### config.mk
export PLATFORM = sky130hd
export DESIGN_NAME = multi_cycle_core
export DESIGN_NICKNAME = d
export VERILOG_FILES = /design/src/rtl/multi_cycle_core.sv
export SDC_FILE = /design/constraint.sdc
export NUM_CORES = 2
export LEC_CHECK = 0
export BUFFER_PORTS_ARGS = -buffer_cell sky130_fd_sc_hd__buf_2
export CAP_MARGIN = 20
export CORE_MARGIN = 5
export CORE_UTILIZATION = 42
export DETAILED_ROUTE_END_ITERATION = 10
export SLEW_MARGIN = 20
export SYNTH_ARGS = -nofsm -noshare
export SYNTH_HDL_FRONTEND = slang
export SYNTH_SLANG_ARGS = --single-unit
### constraint.sdc
create_clock -name i_clk -period 4 [get_ports i_clk]
set_clock_uncertainty 0.05 [all_clocks]
set_input_delay 0.8 -clock i_clk [delete_from_list [all_inputs] [get_ports i_clk]]
set_output_delay 0.8 -clock i_clk [all_outputs]
set_load 0.01 [all_outputs]
### src/rtl/multi_cycle_core.sv
// Multi-cycle RV32I subset core (lw, sw, add, sub, and, or, slt, addi, andi,
// ori, slti, beq, jal) that uses one shared memory port for fetch and data.
// Each instruction takes several states. Memory request signals are registered
// so they stay stable until the acknowledge cycle. Illegal or misaligned
// operations halt the core in TRAP, and only reset leaves that state.
module multi_cycle_core #(
  parameter logic [31:0] RESET_PC = 32'h0000_0000,
  parameter int unsigned ADDR_W   = 32
) (
  input  logic              i_clk,
  input  logic              i_arstn,
  output logic              o_memReq,
  output logic              o_memWe,
  output logic [ADDR_W-1:0] o_memAddr,
  output logic [31:0]       o_memWdata,
  input  logic [31:0]       i_memRdata,
  input  logic              i_memAck,
  output logic [ADDR_W-1:0] o_pc,
  output logic              o_retire,
  output logic              o_trap
);

  typedef enum logic [3:0] {
    FETCH, DECODE, MEMADR, MEMREAD, MEMWB, MEMWRITE,
    EXECR, EXECI, ALUWB, BEQ, JAL, TRAP
  } state_e;

  localparam logic [6:0] OP_LOAD   = 7'b0000011;
  localparam logic [6:0] OP_STORE  = 7'b0100011;
  localparam logic [6:0] OP_REG    = 7'b0110011;
  localparam logic [6:0] OP_IMM    = 7'b0010011;
  localparam logic [6:0] OP_BRANCH = 7'b1100011;
  localparam logic [6:0] OP_JAL    = 7'b1101111;

  localparam logic [ADDR_W-1:0] RESET_ADDR = RESET_PC[ADDR_W-1:0];

  state_e              state_q, state_d;
  logic [ADDR_W-1:0]   pc_q, pc_d;
  logic [ADDR_W-1:0]   oldPc_q, oldPc_d;
  logic [31:0]         ir_q, ir_d;
  logic [31:0]         a_q, a_d;
  logic [31:0]         b_q, b_d;
  logic [31:0]         imm_q, imm_d;
  logic [31:0]         aluOut_q, aluOut_d;
  logic [31:0]         mdr_q, mdr_d;
  logic                memReq_q, memReq_d;
  logic                memWe_q, memWe_d;
  logic [ADDR_W-1:0]   memAddr_q, memAddr_d;
  logic [31:0]         memWdata_q, memWdata_d;
  logic                trap_q, trap_d;

  logic                rfWe;
  logic [31:0]         rfWdata;
  logic                retire;

  logic [31:0]         regs [32];

  logic [6:0]          opcode;
  logic [4:0]          rd, rs1, rs2;
  logic [2:0]          funct3;
  logic [6:0]          funct7;
  logic [31:0]         immI, immS, immB, immJ;
  logic [31:0]         rs1Val, rs2Val;
  logic                aluFnLegal, rLegal;
  logic [31:0]         addrSum;
  logic [ADDR_W-1:0]   branchTarget;
  logic [31:0]         oldPc32, linkAddr;
  logic                isSub;
  logic [31:0]         aluB, aluResult;

  assign opcode = ir_q[6:0];
  assign rd     = ir_q[11:7];
  assign funct3 = ir_q[14:12];
  assign rs1    = ir_q[19:15];
  assign rs2    = ir_q[24:20];
  assign funct7 = ir_q[31:25];

  assign immI = {{20{ir_q[31]}}, ir_q[31:20]};
  assign immS = {{20{ir_q[31]}}, ir_q[31:25], ir_q[11:7]};
  assign immB = {{19{ir_q[31]}}, ir_q[31], ir_q[7], ir_q[30:25], ir_q[11:8], 1'b0};
  assign immJ = {{11{ir_q[31]}}, ir_q[31], ir_q[19:12], ir_q[20], ir_q[30:21], 1'b0};

  assign rs1Val = (rs1 == 5'd0) ? 32'd0 : regs[rs1];
  assign rs2Val = (rs2 == 5'd0) ? 32'd0 : regs[rs2];

  assign aluFnLegal = (funct3 == 3'b000) || (funct3 == 3'b010) ||
                      (funct3 == 3'b110) || (funct3 == 3'b111);
  assign rLegal     = (aluFnLegal && (funct7 == 7'b0000000)) ||
                      ((funct3 == 3'b000) && (funct7 == 7'b0100000));

  assign addrSum      = a_q + imm_q;
  assign branchTarget = oldPc_q + imm_q[ADDR_W-1:0];

  assign isSub = (state_q == EXECR) && funct7[5];
  assign aluB  = (state_q == EXECR) ? b_q : imm_q;

  function automatic logic [31:0] aluCalc(input logic [2:0] f3, input logic sub,
                                          input logic [31:0] x, input logic [31:0] y);
    case (f3)
      3'b000:  return sub ? (x - y) : (x + y);
      3'b010:  return {31'd0, ($signed(x) < $signed(y))};
      3'b110:  return x | y;
      3'b111:  return x & y;
      default: return 32'd0;
    endcase
  endfunction

  assign aluResult = aluCalc(funct3, isSub, a_q, aluB);

  // Widen the old PC to 32 bits so the jal link value can be formed for any ADDR_W
  always_comb begin
    oldPc32 = '0;
    oldPc32[ADDR_W-1:0] = oldPc_q;
    linkAddr = oldPc32 + 32'd4;
  end

  // Next-state and datapath update for every FSM state
  always_comb begin
    state_d    = state_q;
    pc_d       = pc_q;
    oldPc_d    = oldPc_q;
    ir_d       = ir_q;
    a_d        = a_q;
    b_d        = b_q;
    imm_d      = imm_q;
    aluOut_d   = aluOut_q;
    mdr_d      = mdr_q;
    memReq_d   = memReq_q;
    memWe_d    = memWe_q;
    memAddr_d  = memAddr_q;
    memWdata_d = memWdata_q;
    trap_d     = trap_q;
    rfWe       = 1'b0;
    rfWdata    = aluOut_q;
    retire     = 1'b0;

    case (state_q)
      FETCH: begin
        if (!memReq_q) begin
          memReq_d  = 1'b1;
          memWe_d   = 1'b0;
          memAddr_d = pc_q;
        end else if (i_memAck) begin
          ir_d     = i_memRdata;
          oldPc_d  = pc_q;
          pc_d     = pc_q + ADDR_W'(4);
          memReq_d = 1'b0;
          state_d  = DECODE;
        end
      end
      DECODE: begin
        a_d = rs1Val;
        b_d = rs2Val;
        case (opcode)
          OP_LOAD: begin
            imm_d   = immI;
            state_d = (funct3 == 3'b010) ? MEMADR : TRAP;
          end
          OP_STORE: begin
            imm_d   = immS;
            state_d = (funct3 == 3'b010) ? MEMADR : TRAP;
          end
          OP_REG:    state_d = rLegal ? EXECR : TRAP;
          OP_IMM: begin
            imm_d   = immI;
            state_d = aluFnLegal ? EXECI : TRAP;
          end
          OP_BRANCH: begin
            imm_d   = immB;
            state_d = (funct3 == 3'b000) ? BEQ : TRAP;
          end
          OP_JAL: begin
            imm_d   = immJ;
            state_d = JAL;
          end
          default:   state_d = TRAP;
        endcase
        if (state_d == TRAP) trap_d = 1'b1;
      end
      MEMADR: begin
        aluOut_d = addrSum;
        if (addrSum[1:0] != 2'b00) begin
          state_d = TRAP;
          trap_d  = 1'b1;
        end else begin
          memReq_d  = 1'b1;
          memAddr_d = addrSum[ADDR_W-1:0];
          if (opcode == OP_STORE) begin
            memWe_d    = 1'b1;
            memWdata_d = b_q;
            state_d    = MEMWRITE;
          end else begin
            memWe_d = 1'b0;
            state_d = MEMREAD;
          end
        end
      end
      MEMREAD: begin
        if (memReq_q && i_memAck) begin
          mdr_d    = i_memRdata;
          memReq_d = 1'b0;
          state_d  = MEMWB;
        end
      end
      MEMWB: begin
        rfWe      = 1'b1;
        rfWdata   = mdr_q;
        retire    = 1'b1;
        state_d   = FETCH;
        memReq_d  = 1'b1;
        memWe_d   = 1'b0;
        memAddr_d = pc_q;
      end
      MEMWRITE: begin
        if (memReq_q && i_memAck) begin
          retire    = 1'b1;
          state_d   = FETCH;
          memReq_d  = 1'b1;
          memWe_d   = 1'b0;
          memAddr_d = pc_q;
        end
      end
      EXECR, EXECI: begin
        aluOut_d = aluResult;
        state_d  = ALUWB;
      end
      ALUWB: begin
        rfWe      = 1'b1;
        retire    = 1'b1;
        state_d   = FETCH;
        memReq_d  = 1'b1;
        memWe_d   = 1'b0;
        memAddr_d = pc_q;
      end
      BEQ: begin
        if (a_q == b_q) begin
          if (branchTarget[1]) begin
            state_d = TRAP;
            trap_d  = 1'b1;
          end else begin
            pc_d      = branchTarget;
            retire    = 1'b1;
            state_d   = FETCH;
            memReq_d  = 1'b1;
            memWe_d   = 1'b0;
            memAddr_d = branchTarget;
          end
        end else begin
          retire    = 1'b1;
          state_d   = FETCH;
          memReq_d  = 1'b1;
          memWe_d   = 1'b0;
          memAddr_d = pc_q;
        end
      end
      JAL: begin
        if (branchTarget[1]) begin
          state_d = TRAP;
          trap_d  = 1'b1;
        end else begin
          pc_d     = branchTarget;
          aluOut_d = linkAddr;
          state_d  = ALUWB;
        end
      end
      TRAP: begin
        memReq_d = 1'b0;
        trap_d   = 1'b1;
      end
      default: begin
        state_d  = TRAP;
        trap_d   = 1'b1;
        memReq_d = 1'b0;
      end
    endcase
  end

  // State and datapath registers, cleared asynchronously so a reset drops any request at once
  always_ff @(posedge i_clk or negedge i_arstn) begin
    if (!i_arstn) begin
      state_q    <= FETCH;
      pc_q       <= RESET_ADDR;
      oldPc_q    <= RESET_ADDR;
      ir_q       <= '0;
      a_q        <= '0;
      b_q        <= '0;
      imm_q      <= '0;
      aluOut_q   <= '0;
      mdr_q      <= '0;
      memReq_q   <= 1'b0;
      memWe_q    <= 1'b0;
      memAddr_q  <= RESET_ADDR;
      memWdata_q <= '0;
      trap_q     <= 1'b0;
    end else begin
      state_q    <= state_d;
      pc_q       <= pc_d;
      oldPc_q    <= oldPc_d;
      ir_q       <= ir_d;
      a_q        <= a_d;
      b_q        <= b_d;
      imm_q      <= imm_d;
      aluOut_q   <= aluOut_d;
      mdr_q      <= mdr_d;
      memReq_q   <= memReq_d;
      memWe_q    <= memWe_d;
      memAddr_q  <= memAddr_d;
      memWdata_q <= memWdata_d;
      trap_q     <= trap_d;
    end
  end

  // Register file is not reset; x0 is never written, and the read mux forces it to zero
  always_ff @(posedge i_clk) begin
    if (rfWe && (rd != 5'd0)) regs[rd] <= rfWdata;
  end

  assign o_memReq   = memReq_q;
  assign o_memWe    = memWe_q;
  assign o_memAddr  = memAddr_q;
  assign o_memWdata = memWdata_q;
  assign o_trap     = trap_q;
  assign o_retire   = retire;
  assign o_pc       = (state_q == FETCH) ? pc_q : oldPc_q;

endmodule
# Word-level counts from Yosys, hierarchy flattened
# Memories as Yosys holds them, arrays and structs flattened.
# Index checks and enable logic that the tools add are counted.
# classes
eq_ne	34
reduce_logical	36
order_cmp	1
bitwise_logic	6
muxes	63
n_addsub	6
# ops
cell	n
2-to-1 mux 32 bit	16
one-hot mux 32 bit (4 select lines)	2
one-hot mux 32 bit (3 select lines)	2
one-hot mux 32 bit (5 select lines)	1
adder 32 bit	3
adder 32 x 3 -> 32 bit (second input constant)	2
2-to-1 mux 4 bit	11
one-hot mux 4 bit (10 select lines)	1
bitwise AND 32 bit	1
equality test 32 bit	1
less-than comparator 32 bit	1
OR 32 bit	1
subtractor 32 bit	1
2-to-1 mux 1 bit	22
equality test 7 x 6 -> 1 bit (second input constant)	3
equality test 4 bit (second input constant)	5
inequality test 2 bit (second input constant)	10
one-hot mux 4 bit (5 select lines)	1
equality test 4 x 3 -> 1 bit (second input constant)	4
AND reduction 5 bit	3
equality test 7 bit (second input constant)	2
logical NOT 5 bit	2
one-hot mux 1 bit (5 select lines)	2
nonzero test 5 bit	2
26 further kinds	47
# totals
wordCells	161
ramBits	1024
out_inout_bits	100
regBits	327
memories	1
input_bits	35
# mem_list
name	depth	word_bits	rd	rd_clocked_by_memory_dff	wr	line_no	source
regs	32	32	2	0	1	56	logic [31:0] regs [32];

# Logic depth before layout (Yosys ltp)
# depth
ltp_word	12
ltp_mapped	19
mapped_depth_nobuf	14

# Worst setup path after synthesis
# OpenSTA, ideal clock, no wires.
# synth_timing
path_type	flip-flop to flip-flop
start	register state_q[0]
end	register aluOut_q[26]
arrival_time_ns	3.954
setup_time_ns	0.065
period_less_slack_ns	4.069
setup_slack_ns	-0.069
t_required_ns	3.885
stages_incl_launch_ff	18
path_buffers	3
path_cell_list	dfrtp_1 > clkbuf_1 > nor4bb_1 > buf_2 > buf_1 > mux2_2 > ha_1 > inv_1 > fa_1 > nand2b_1 > a21oi_2 > o21ai_1 > o311a_1 > o311ai_1 > a31oi_1 > or3_1 > a21oi_1 > o22a_1
# synth_between
elab_chain_len	6
elab_cells_between_ends	17
classes_between	add/sub: 2; eq/ne: 5; mux: 4; bitwise: 2; reduce/logical: 4
# synth_lines
element	line_no	source
start: declaration	37	state_e state_q, state_d;
start signal: assignment	296	state_q <= state_d;
equality test 4 x 3 -> 1 bit	94, 95, 137	
2-to-1 mux 32 bit	95	assign aluB = (state_q == EXECR) ? b_q : imm_q;
adder 32 bit or subtractor 32 bit (tied branches)	100	3'b000: return sub ? (x - y) : (x + y);
2-to-1 mux 32 bit	100	
one-hot mux 32 bit (4 select lines)	99	case (f3)
one-hot mux 32 bit (3 select lines)	137	case (state_q)
end signal: assignment	303	aluOut_q <= aluOut_d;
end: declaration	44	logic [31:0] aluOut_q, aluOut_d;
# Parallel ways exist; a longest one is shown, timed or not.
# A chain may end at the register's enable or synchronous reset.

# Final worst setup path
# layout_timing
start	register b_q[5]
end	output o_retire
# layout_between
elab_chain_len	3
# layout_lines
element	line_no	source
start: declaration	42	logic [31:0] b_q, b_d;
start signal: assignment	286	b_q <= '0;
start signal: assignment	301	b_q <= b_d;
equality test 32 bit	236	if (a_q == b_q) begin
2-to-1 mux 1 bit	236	
one-hot mux 1 bit (3 select lines)	137	
end: declaration	19	output logic o_retire,
# No other way between the ends.

==> flow_metrics.env <==
export IMPL_vdd_ir_drop_max_uv=411
export IMPL_dr_wl_met3_microns=18400
export IMPL_die_y_microns=422
export IMPL_finalCritPeriodShare=0.990
export IMPL_grtUsageTotal=0.270
export IMPL_drtAntennaViolNets=0
export IMPL_cts_htree_levels=4
export IMPL_ys_types=108
export IMPL_wl_met1_microns=96200
export IMPL_antenna_found_initial=6
export IMPL_vias_per_cell=6.30
export IMPL_rsz0062_at_grt="yes"
export IMPL_finish_net_count=5910
export IMPL_num_fill_cells=14558
export IMPL_synth_area_sq_um=71200
export IMPL_reg2regPathDepth=14
export IMPL_ys_seq_elements=1338
export IMPL_crit_fanout=3
export IMPL_p_per_area_nw_per_um2=822
export IMPL_routed_via_count=50690
export IMPL_layout_setup_ws_ns=0.0403
export IMPL_critical_path_class="reg -> out"
export IMPL_multi_input_area_sq_um=31800
export IMPL_avgSynthCellArea_sq_um=13.3
export IMPL_status="complete, no violations"
export IMPL_regArea_sq_um=38600
export IMPL_async_reset_ff_frac=0.235
export IMPL_p_leak_nw=29.8
export IMPL_drc_errors=0
export IMPL_grt_pass1_wl_microns=354000
export IMPL_dp_hpwl_microns=165000
export IMPL_grt_pass1_vias=50152
export IMPL_drive_above_1_share=0.270
export IMPL_floorplan_initialDensity=0.422
export IMPL_dr_pass1_iters=6
export IMPL_cp_required_ns=3.15
export IMPL_cts_buffers=146
export IMPL_hold_viol_final=0
export IMPL_portBuffers=133
export IMPL_synth_flop_cell="edfxtp_1"
export IMPL_whs_ns=0.156
export IMPL_synthToLayoutAreaGrowth_pct=16.5
export IMPL_endpoint_kind="primary output"
export IMPL_synth_seq_area_share=0.542
export IMPL_worst_ep_arrival_time_ns=3.11
export IMPL_max_slew_margin=0.306
export IMPL_drv_slew=0
export IMPL_max_freq_ghz=0.253
export IMPL_max_cap_violations=0
export IMPL_post_drt_wl_per_cell_microns=30.6
export IMPL_worst_setup_path_start_kind="register"
export IMPL_hold_path_cell_count=3
export IMPL_setup_tns_ns=0
export IMPL_min_period_ns=3.96
export IMPL_synth_warnings=0
export IMPL_cts_tree="yes"
export IMPL_coreArea_sq_um=169000
export IMPL_pin_count=135
export IMPL_die_area_sq_um=178000
export IMPL_hold_class="in -> reg"
export IMPL_tightest_slew_ns=1.04
export IMPL_route_top_layer_used="met5"
export IMPL_gp_congestion=0.956
export IMPL_cts_root_buffer_cell="clkbuf_16"
export IMPL_cts_buffer_depth=3
export IMPL_synth_area_leader_cell="edfxtp_1"
export IMPL_die_w_microns=422
export IMPL_grt_remaining_overflow=0
export IMPL_grt_max_degree=94
export IMPL_synthTopCellsByArea="edfxtp_1 (43%), mux4_2 (14%), dfrtp_1 (11%)"
export IMPL_placementRows=151
export IMPL_fin_util=0.491
export IMPL_netlist_area_leader_share=0.432
export IMPL_drtIter0Drc=5882
export IMPL_path_clk_slew_ns=0.06
export IMPL_postSynthCellCount=5352
export IMPL_setup_viol=0
export IMPL_dr_wl_met2_microns=119000
export IMPL_routed_wl_microns=246000
export IMPL_place_ws_ns=-0.213
export IMPL_synth_edff_count=1024
export IMPL_clock_sinks=1338
export IMPL_clock_latency_ns=0.81
## metal layers
layer	vias up	GRT usage
met5	-	0
met4	4	0.119
met3	526	0.0417
met2	2390	0.451
met1	26091	0.352
li1	21679	-
## synth_stat cells, drive strengths merged (12+ instances only)
cell type,number
and2,12
a31oi,39
inv,121
a211oi,21
buf,137
xnor2,92
nand3b,13
dfrtp,314
or2,12
o221ai,74
clkbuf,212
nor4,13
nand2b,19
mux2i,241
nor3,94
and3,19
edfxtp,1024
nand3,72
mux2,187
nand2,520
o21bai,16
a221oi,30
ha,161
nor2b,27
o211ai,20
a21oi,387
xor2,60
mux4,448
o21a,16
or3,16
nand4,39
nor2,289
o21ai,284
o22ai,127
a21o,41
## cells in the final DEF (no fill, tap or decap), drive strengths merged, types with 195 or more instances in the layout
cell and count:
nor2 289, nand2 520, buf 526, clkbuf 195, dfrtp 314, edfxtp 1024, o21ai 284, a21oi 387
mux2i 241, mux4 448
## critical path: stages, from the launching register on
cell	delay, ns
dfrtp_1	0.41
buf_4	0.19
xnor2_4	0.27
nand4_1	0.20
nor4_4	0.41
and4_4	0.32
a31oi_1	0.08
a21oi_1	0.18
nor2_2	0.08
buf_2	0.15
## report_power, final
part	switching (mW)	internal, mW
combinational	20.2	13.7
clock	5.74	7.70
sequential	2.80	18.1
total	28.7	39.5
## sequential cells by signal (all words and copies together), names as in the netlist, 21 cells and up
| signal | cells |
|---|---|
| b_q | 32 |
| pc_q | 31 |
| oldPc32 | 31 |
| aluOut_q | 32 |
| ir_q | 32 |
| imm_q | 21 |
| regs | 1024 |
| o_memAddr | 32 |
| o_memWdata | 32 |
| mdr_q | 32 |
| a_q | 32 |
## cells by family after synthesis
| family | count (synthesis) | synth area share |
|---|---|---|
| DFF | 1338 | 0.542 |
| AOI/OAI and AO/OA | 1175 | 0.104 |
| and+or+nand+nor | 1175 | 0.0745 |
| muxes | 876 | 0.205 |
| buffers and inverters | 470 | 0.0266 |
| adders and majority gates | 165 | 0.0293 |
| xor gates and xnor gates | 152 | 0.0187 |
| other | 1 | 0.0000527 |
## through the flow
| stage | std cells | instance area [sq um] | power [mW] |
|---|---|---|---|
| after floorplan | 5384 | 71300 | 40.3 |
| after global placement | 7770 | 77500 | 53.3 |
| after detailed placement | 7770 | 77500 | 53.6 |
| after CTS | 8041 | 82400 | 67.3 |
| after global routing | 8050 | 83000 | 71.4 |
| final | 8050 | 83000 | 68.2 |
## final cells by class
| type | count | share of cell area |
|---|---|---|
| multi-input combinational | 3576 | 0.383 |
| tap | 2218 | 0.0334 |
| sequential | 1338 | 0.466 |
| inverter | 121 | 0.00550 |
| clock buffer | 194 | 0.0486 |
| clock inverter | 74 | 0.00823 |
| antenna | 1 | 0.0000302 |
| timing repair buffer | 528 | 0.0553 |
## what timing repair did
| action | in CTS | in global routing |
|---|---|---|
| gates resized for setup | 29 | 95 |
| pin swaps | 9 | 31 |
| setup buffers | 2 | 8 |
| endpoints found under the setup margin | 10 | 19 |
| endpoints found under the hold margin | 56 | 0 |
| gates cloned | 0 | 1 |
| hold buffers | 1 | 0 |
## worst paths after layout
kind | start | end | slack (ns)
min reg2reg | o_memAddr[13] | o_memAddr[13] | 0.42
min | i_memRdata[16] | ir_q[16] | 0.16
max reg2reg | state_q[3] | aluOut_q[28] | 0.06
min in group asynchronous | i_arstn | pc_q[4] | 0.50
max | b_q[5] | o_retire | 0.04
max in group asynchronous | i_arstn | ir_q[24] | 2.45
Note: power is estimated with default switching activity, not from simulation.
